<file path="config.mk">
export PLATFORM = sky130hd
export DESIGN_NAME = mux_tree_pipe
export DESIGN_NICKNAME = d
export VERILOG_FILES = /design/src/rtl/mux_tree_pipe_pkg.sv /design/src/rtl/mux_tree_level.sv /design/src/rtl/mux_tree_pipe.sv
export SDC_FILE = /design/constraint.sdc
export NUM_CORES = 1
export LEC_CHECK = 0
export ABC_AREA = 1
export CAP_MARGIN = 30
export CORE_MARGIN = 2
export CORE_UTILIZATION = 25
export DETAILED_ROUTE_END_ITERATION = 8
export PLACE_DENSITY = 0.47
export SYNTH_ARGS = -nofsm -noshare
export SYNTH_HDL_FRONTEND = slang
export SYNTH_SLANG_ARGS = --single-unit
</file>
<file path="constraint.sdc">
create_clock -name clk -period 2.35 [get_ports clk]
set_clock_uncertainty 0.05 [all_clocks]
set_input_delay 0.47 -clock clk [delete_from_list [all_inputs] [get_ports clk]]
set_output_delay 0.47 -clock clk [all_outputs]
set_load 0.01 [all_outputs]
</file>
<file path="src/rtl/mux_tree_pipe_pkg.sv">
// Shared helpers for the pipelined mux tree: stage sizing macro and level-range functions.
// No logic, compile-time only.
// Imported by the tree top; the macro is visible to every file compiled after this one.
`ifndef CEIL_DIV
`define CEIL_DIV(a, b) (((a) + (b) - 1) / (b))
`endif

package mux_tree_pipe_pkg;

  // First tree level handled by register stage s.
  function automatic int stage_lo(input int s, input int k);
    return s * k;
  endfunction

  // One past the last tree level handled by register stage s (the last stage may be short).
  function automatic int stage_hi(input int s, input int k, input int n);
    int hi;
    hi = (s + 1) * k;
    return (hi < n) ? hi : n;
  endfunction

endpackage

</file>
<file path="src/rtl/mux_tree_level.sv">
// One reduction level: 2^N_IN words -> 2^(N_IN-1) words under a single select bit.
// Latency: purely combinational.
// Backpressure: none, no state.
module mux_tree_level #(
  parameter int N_IN = 1,
  parameter int W    = 8
) (
  input  logic                          sel,
  input  logic [W*(2**N_IN)-1:0]        din,
  output logic [W*(2**(N_IN-1))-1:0]    dout
);

  // Pair words 2k/2k+1; sel=0 keeps the even word, sel=1 the odd one.
  always_comb begin
    dout = '0;
    for (int k = 0; k < 2**(N_IN-1); k++) begin
      dout[k*W +: W] = sel ? din[(2*k+1)*W +: W] : din[(2*k)*W +: W];
    end
  end

endmodule

</file>
<file path="src/rtl/mux_tree_pipe.sv">
// Pipelined 2^N-to-1 word selector, K tree levels per register stage, returns data + sel + one-hot.
// Latency: L = ceil(N/K) cycles from accepted input to out_valid.
// Backpressure: combinational ready chain from out_ready, each stage holds when full and blocked; no skid.
module mux_tree_pipe
  import mux_tree_pipe_pkg::*;
#(
  parameter int N = 3,
  parameter int W = 8,
  parameter int K = 1
) (
  input  logic                 clk,
  input  logic                 rst_n,
  input  logic                 in_valid,
  output logic                 in_ready,
  input  logic [W*(2**N)-1:0]  in_data,
  input  logic [N-1:0]         in_sel,
  output logic                 out_valid,
  input  logic                 out_ready,
  output logic [W-1:0]         out_data,
  output logic [N-1:0]         out_sel,
  output logic [2**N-1:0]      out_onehot
);

  localparam int L = `CEIL_DIV(N, K);

  logic [L-1:0] vld;
  logic [N-1:0] sel_a [L];

  for (genvar s = 0; s < L; s++) begin : g_stage
    localparam int LO = stage_lo(s, K);
    localparam int HI = stage_hi(s, K, N);
    localparam int NI = N - LO;          // select bits still unresolved at stage input
    localparam int NO = N - HI;          // select bits still unresolved at stage output
    localparam int OB = 1 << NO;         // words held by this stage's register

    // All intermediate word vectors of this stage, packed back to back:
    // the vector with 2^m words starts at word offset 2^m - OB.
    logic [W*((1 << (NI+1)) - OB)-1:0] chain;
    logic [W*(1 << NI)-1:0]            src_dat;
    logic [N-1:0]                      src_sel;
    logic                              src_vld;
    logic                              load;

    logic                              vld_q;
    logic [N-1:0]                      sel_q;
    logic [W*OB-1:0]                   dat_q;

    if (s == 0) begin : g_src_in
      assign src_dat = in_data;
      assign src_sel = in_sel;
      assign src_vld = in_valid;
    end else begin : g_src_prev
      assign src_dat = g_stage[s-1].dat_q;
      assign src_sel = sel_a[s-1];
      assign src_vld = vld[s-1];
    end

    // Unrolled form of "!valid_s or ready_(s+1)": the stage can move unless it and
    // every stage downstream of it is full while the consumer stalls.
    assign load = out_ready | ~(&vld[L-1:s]);

    assign chain[W*((1 << NI) - OB) +: W*(1 << NI)] = src_dat;

    for (genvar j = LO; j < HI; j++) begin : g_lvl
      localparam int M = N - j;
      mux_tree_level #(
        .N_IN (M),
        .W    (W)
      ) u_level (
        .sel  (src_sel[j]),
        .din  (chain[W*((1 << M) - OB) +: W*(1 << M)]),
        .dout (chain[W*((1 << (M-1)) - OB) +: W*(1 << (M-1))])
      );
    end

    // Stage register: take upstream data when loading; empty loads clear only the valid bit.
    always_ff @(posedge clk or negedge rst_n) begin
      if (!rst_n) begin
        vld_q <= 1'b0;
        sel_q <= '0;
        dat_q <= '0;
      end else if (load) begin
        vld_q <= src_vld;
        if (src_vld) begin
          sel_q <= src_sel;
          dat_q <= chain[0 +: W*OB];
        end
      end
    end

    assign vld[s]   = vld_q;
    assign sel_a[s] = sel_q;
  end

  assign in_ready  = out_ready | ~(&vld);
  assign out_valid = vld[L-1];
  assign out_data  = g_stage[L-1].dat_q;
  assign out_sel   = sel_a[L-1];

  // One-hot of the held select, forced to zero while no result is presented.
  always_comb begin
    out_onehot = '0;
    if (out_valid) begin
      out_onehot[out_sel] = 1'b1;
    end
  end

endmodule
</file>
==> metrics.cfg <==
[outcome]
outcome=finished clean

[synthesis]
syn_avg_cell_area_um2=7.198
yosys_warnings=0
netlist_area_um2=3383
ys_seq_area_share_pct=50.30
synthCells=470
synth-edff-count=0
ys_seq_elements=68
syn_nets=541
synth-async-reset-ratio_pct=100.0
synth.distinct_cells=17
synth_ff_type=dfrtp_1

[critical_path]
worstSetupEndpoint=in_ready
r2r-start=out_valid
worstPathMaxFanout=2
worstSetupStartpointType=input port
endpoint_kind=output port
r2r_setup_slack_ps=690
reg2reg_to=g_stage[0].dat_q[25]
arrival_ps=1740
worstPathRequired_ps=1830
crit_type=input port to output port
reg2reg_depth=6
crit_start=out_ready

[timing]
setup_tns_ps=0
worst_pin_slew_ps=590.2
fin_ws_ps=92.31
max_freq_mhz=442.9
period_needed_ps=2258
hold_viol_final=0
drv_slew=0
relSlewSlack_pct=60.51
min_period_over_period_pct=96.07
finalSetupViolCount=0
rsz0062_at_grt=false

[grt]
grt_max_degree=42
grt-ovfl-total=0
antenna_found_initial=0
grt_pass1_wl_um=14880
grt_pass1_vias=3156
grt_use_total_pct=12.65

[cts]
clock-sinks=68
cts_buffer_depth=2
cts_tree=done
clk_pin_slew_worst_paths_ps=60
cts_max_level=3
numCtsBuffers=9
cts_root_buffer=clkbuf_16
clock_latency_ps=320

[placed_design]
dp_slack_ps=64.39
place_congestion=0.7403
dp.final_hpwl_um=6256
portBuffers=91
dp.cells=721

[pwr]
power.total_mw=4.102
total_leakage_power_nw=2.391
peakVddDrop_mv=0.3667
power.density_nw_per_um2=869.1

[final_layout]
seq_area_um2=1702
fillers=1463
diodes=0
stdcell_count=737
final_net_count=628
final_common_cell=nand2_1
drive_gt1_share_pct=5.526
layout_common_cells=nand2_1, clkdlybuf4s50_1, dfrtp_1, nand3_1, o21ai_0
area.growth.synth_to_final_pct=39.50
multi_input_area_um2=1423
finish.utilization_pct=35.64

[drt]
drt-vias-per-instance=4.183
wl_per_cell_um=11.46
drt-total-wl_um=8448
antenna_left=0
drt_iter0_markers=160
drc_errors=0
drt_first_pass_iters=4
vias=3083

[die]
initial_utilization_pct=25.55
die_w_um=120.3
row_count=42
die_area_um2=14480
die_h_um=120.3
coreArea_um2=13240
io_pins=92

[hold_path]
min_path_cells=2
hold_path.class=flop to flop

[run]
maxCapViolations=0

flip-flops by register name (all words and copies together) (netlist names):
name           flops
out_valid          1
out_sel            3
g_stage.vld_q      2
g_stage.sel_q      6
out_data           8
g_stage.dat_q     48
metal layers:
| metal | up-vias | part of all wire (%) | GRT usage, % |
|---|---|---|---|
| met5 | - | 0 | 0 |
| met4 | 0 | 0.80 | 3.052 |
| met3 | 7 | 4.6 | 2.972 |
| met2 | 65 | 47 | 21.27 |
| met1 | 1390 | 48 | 16.49 |
| li1 | 1621 | - | - |
cell usage after synthesis, types with 2 or more instances:
cell type / instances / area share (%)
nand2_2: 2 / 0.37
buf_1: 3 / 0.33
nand2_1: 266 / 30
o21ai_0: 33 / 4.9
buf_6: 3 / 1.0
inv_1: 22 / 2.4
dfrtp_1: 68 / 50
buf_4: 8 / 1.8
buf_2: 11 / 1.6
o21ai_1: 2 / 0.30
nand3_1: 38 / 5.6
clkbuf_1: 2 / 0.22
nor2_1: 8 / 0.89
worst min path at each step:
| stage | start | end |
|---|---|---|
| 6_report | g_stage[0].dat_q[0] | g_stage[0].dat_q[0] |
| 5_1_grt | g_stage[0].dat_q[23] | g_stage[0].dat_q[23] |
| 4_1_cts | g_stage[0].dat_q[18] | g_stage[0].dat_q[18] |
| 3_5_place_dp | rst_n | out_sel[0] |
| 3_3_place_gp | rst_n | out_sel[0] |
| 2_1_floorplan | rst_n | g_stage[0].dat_q[0] |
power by group:
part           switching [mW]  leakage (nW)  total, mW  internal, mW
clock                   0.478         0.131       1.18         0.697
sequential              0.229         0.844       1.72          1.50
combinational           0.632          1.42       1.20         0.570
total                    1.34          2.39       4.10          2.76
metrics by stage:
stage	cell area, µm²	hold WS, ps
2_1_floorplan	3383	124.4
3_3_place_gp	4452	262.0
3_5_place_dp	4452	264.9
4_1_cts	4720	420.2
5_1_grt	4720	435.1
6_report	4720	416.5
logic make-up after synthesis:
logic type	synth area share [%]
AO/OA/AOI/OAI	5.178
buffers and inverters	7.655
flip-flops	50.30
AND/OR/NAND/NOR	36.87
cell type report:
| cell class | count | share of cell area [%] |
|---|---|---|
| sequential | 68 | 36.06 |
| multi-input combinational | 351 | 30.14 |
| tap | 176 | 4.666 |
| timing repair buffer | 104 | 21.85 |
| inverter | 23 | 1.829 |
| clock buffer | 9 | 4.772 |
| clock inverter | 6 | 0.6893 |
critical path, stage by stage:
cell and delay (ps):
clkdlybuf4s50_1 450, inv_1 50, nand4_1 170, clkdlybuf4s50_1 600
timing repair:
item,in CTS,in global routing
setup buffers,0,0
endpoints found under the hold margin,4,0
gates resized for setup,0,0
hold buffers,1,0
No activity file was read; power rests on OpenSTA's default activity.
